**config.mk**
```make
export PLATFORM = sky130hd
export DESIGN_NAME = contador_assincrono_crescente_4bit
export DESIGN_NICKNAME = d
export VERILOG_FILES = /design/src/rtl/contador_assincrono_crescente_4bit_pkg.sv /design/src/rtl/contador_assincrono_crescente_4bit_t_flip_flop.sv /design/src/rtl/contador_assincrono_crescente_4bit.sv
export SDC_FILE = /design/constraint.sdc
export NUM_CORES = 1
export LEC_CHECK = 0
export ABC_AREA = 1
export BUFFER_PORTS_ARGS = -buffer_cell sky130_fd_sc_hd__buf_4
export CAP_MARGIN = 20
export CORE_AREA = 2 2 39 41
export DETAILED_ROUTE_END_ITERATION = 8
export DIE_AREA = 0 0 41 43
export HOLD_SLACK_MARGIN = 0.15
export SYNTH_ARGS = -nofsm -noshare
export SYNTH_HDL_FRONTEND = slang
export SYNTH_SLANG_ARGS = --single-unit
```
**constraint.sdc**
```tcl
create_clock -name clk -period 0.8 [get_ports clk]
set_input_delay 0.16 -clock clk [delete_from_list [all_inputs] [get_ports clk]]
set_output_delay 0.16 -clock clk [all_outputs]
set_load 0.005 [all_outputs]
```
**src/rtl/contador_assincrono_crescente_4bit_pkg.sv**
```systemverilog
// Shared constants for the ripple up-counter.
package contador_assincrono_crescente_4bit_pkg;

  // Number of ripple stages (bits) in the counter.
  localparam int COUNT_WIDTH = 4;

endpackage

```
**src/rtl/contador_assincrono_crescente_4bit_t_flip_flop.sv**
```systemverilog
// Single toggle flip-flop stage: rising-edge triggered, asynchronous
// active-high clear. When t is high the stored bit inverts on each
// rising edge of its clock; when t is low it holds.
module t_flip_flop (
  input  logic clk,
  input  logic clear,
  input  logic t,
  output logic q
);

  // Toggle on rising clk when enabled; clear overrides everything.
  always_ff @(posedge clk or posedge clear) begin
    if (clear) begin
      q <= 1'b0;
    end else if (t) begin
      q <= ~q;
    end
  end

endmodule

```
**src/rtl/contador_assincrono_crescente_4bit.sv**
```systemverilog
// 4-bit asynchronous (ripple) up counter.
//
// Stage 0 is clocked by clk. Every later stage is clocked by the inverted
// output of the stage below it, so a 1->0 transition of q[i-1] is a rising
// edge for stage i. That falling-edge carry gives an up-count. Bits settle
// one flop delay apart (ripple skew), so q should be sampled well after the
// rising clk edge, e.g. on the following falling edge.
//
// The count enable T drives the toggle input of every stage, so with T=0
// no bit can change even if a lower bit is mid-transition. clear resets all
// stages at once without needing any clock.
module contador_assincrono_crescente_4bit
  import contador_assincrono_crescente_4bit_pkg::*;
#(
  parameter int WIDTH = COUNT_WIDTH
) (
  input  logic             clk,
  input  logic             clear,
  input  logic             T,
  output logic [WIDTH-1:0] q
);

  // Per-stage clock: clk for stage 0, inverted previous bit for the rest.
  logic [WIDTH-1:0] stage_clk;

  assign stage_clk[0] = clk;

  genvar i;
  generate
    for (i = 1; i < WIDTH; i++) begin : g_carry
      assign stage_clk[i] = ~q[i-1];
    end

    for (i = 0; i < WIDTH; i++) begin : g_stage
      t_flip_flop u_tff (
        .clk   (stage_clk[i]),
        .clear (clear),
        .t     (T),
        .q     (q[i])
      );
    end
  endgenerate

endmodule

```
==> impl_results.md <==
- RSZ-0062 raised after global routing: no
- Largest register FFs: 4
- Die height: roughly 43 um
- Fmax: approximately 1400 MHz
- Synthesized area per cell: approximately 7.6 um2
- Clock skew: 0 ns
- Most frequent cells in the layout: nand2_1 (12), buf_4 (6), inv_1 (4)
- Status: finished clean
- Sw frac: 0.278
- YS warnings: 0
- Global-route wire length before repair: around 430 um
- Pwr dens: ~650 nW/um2
- Total power: 0.000158 W
- Crit path max fanout: 4
- Final setup vio count: 0
- # nets final: 34
- Maximum VDD drop: approximately 0.00038 V
- Largest area contributor in the netlist: dfrtn_1
- Cell Area, Placed: approximately 230 um2
- Share of the synthesized area in the top cell type: 0.380
- Antenna Nets Post-Route: 0
- Port Buffer Count: 6
- Largest net degree at the start of global routing: 6
- Synthesized instance count: 26
- Placer congestion estimate: ~0.63
- Via count: 132
- Drt pass-1 iters: 1
- Overflow left after global routing: 0
- Top reg by flops: g_stage.u_tff.q
- Max-Slew Margin vs Limit: 0.910
- Crit end category: asynchronous set/reset pin
- Boundary Pins: 7
- CP Data Required Time: 1.00 ns
- Reg2reg setup slack: between 0.15 and 0.2 ns
- Worst Hold Class: in -> reg
- Design area: around 240 um2
- Dominant cells by area after synthesis: dfrtn_1 (38%), nand2_1 (23%), buf_4 (15%)
- Clk slew on worst S/H paths: 0 ns
- Accumulated negative setup slack: 0 ns
- Sequential share of power: 0.574
- Gate power share: 0.426
- Vias per cell: roughly 3
- Setup CP Type: in -> async
- Commonest non-fill, non-tap cell in the layout: nand2_1
- Maxcap violations: 0
- Netlist cell types: 6
- DR WL/cell: ~7.0 um
- Synthesized area: 198 um2
- Initial antenna violation count: 0
- Initial Utilization: 0.143
- Die Wd: a little over 40 um
- Crit path DAT: slightly above 0.9 ns
- Overall Global Routing Usage: 0.0331
- DRC: 0
- Hold Path Origin: T
- Max Transition Viols Final: 0
- Register pins left without a clock: 3
- Yosys reg bits: 4
- Fin Hold WS: about 0.42 ns
- Biggest regs: g_stage.u_tff.q x4
- Vias in the first global route: 108
- Worst-margin pin slew: 0.136 ns
- Reg-to-Reg Start: g_stage[0].u_tff.q$_DFFE_PP0P_
- Starting DRT DRC Count: 0
- Rows: 14
- Clock power share: 0
- Finished Layout Cells: 45
- Register area share after synthesis: 0.506
- P&R area growth vs syn: 22.8%
- Syn_nets: 29
- Inst Count DP: 44
- Endpoints left unconstrained: 6
- Antenna cells: 0
- Worst Setup SP: clear
- Clk Latency, worst-skew pair: 0 ns
- Hold Fails Final Rpt: 0
- Switching pwr: 0.0000439 W
- Layout cells sized above 1: 0.276
- Type of origin of the critical path: primary input
- Full die area: 1760 um2
- Crit share post-route: 0.892
- Leak pwr: ~0.14 nW
- Final WL: about 310 um
- Post-layout minimum cycle time: around 0.71 ns
- Core area: between 1000 and 1500 um2
- Cell-internal power: ~0.00011 W
[per-stage QoR]
step / utilization / setup WS, ns
after floorplan: - / 0.134
after global placement: 0.168 / 0.125
after detailed placement: 0.168 / 0.119
after CTS: 0.175 / 0.0141
after global routing: 0.175 / 0.0582
final: 0.175 / 0.0868
[power by group through the flow]
stage                     clock network [W]  logic (W)  registers [W]
after floorplan                           0  0.0000476      0.0000877
after detailed placement                  0  0.0000640      0.0000912
final                                     0  0.0000672      0.0000907
after global placement                    0  0.0000635      0.0000906
after CTS                                 0  0.0000681      0.0000914
after global routing                      0  0.0000755      0.0000932
[cell usage after synthesis]
master   instances
dfrtn_1          3
nand2_1         12
inv_2            1
inv_1            5
buf_4            4
dfrtp_1          1
[metal layers]
layer,track usage,part of all wire
met5,0,0
met4,0,0
met3,0,0.048
met2,0.0500,0.43
met1,0.0545,0.52
[worst paths after layout]
path	cells past startpoint	endpoint
worst max-delay path	3	g_stage[0].u_tff.q$_DFFE_PP0P_
worst min-delay path	3	g_stage[0].u_tff.q$_DFFE_PP0P_
worst max register to register	2	g_stage[0].u_tff.q$_DFFE_PP0P_
worst min register to register	2	g_stage[0].u_tff.q$_DFFE_PP0P_
max in group clk	1	q[0]
min in group asynchronous	3	g_stage[0].u_tff.q$_DFFE_PP0P_
[layout make-up]
class	instances	area, um2
timing repair buffer	7	55.1
inverter	6	22.5
tap	16	20.0
multi-input combinational	12	45.0
sequential	4	100
fill	154	1140
[critical path, cell delays in order]
cell and delay, ns:
dlygate4sd3_1 0.53, buf_4 0.13, inv_2 0.09
[cell families (layout without fill, tap and decap cells)]
| kind of cell | count (synthesis) | count (layout) | share of synthesized area |
|---|---|---|---|
| and+or+nand+nor | 12 | 12 | 0.228 |
| buffers and inverters | 10 | 13 | 0.266 |
| DFF | 4 | 4 | 0.506 |
[what timing repair did]
item	CTS	global route
hold endpoints to repair	1	0
buffers inserted	0	0
hold buffers	1	0
setup endpoints to repair	0	1
gates resized for setup	0	1
Power figures use the tool's default switching activity.
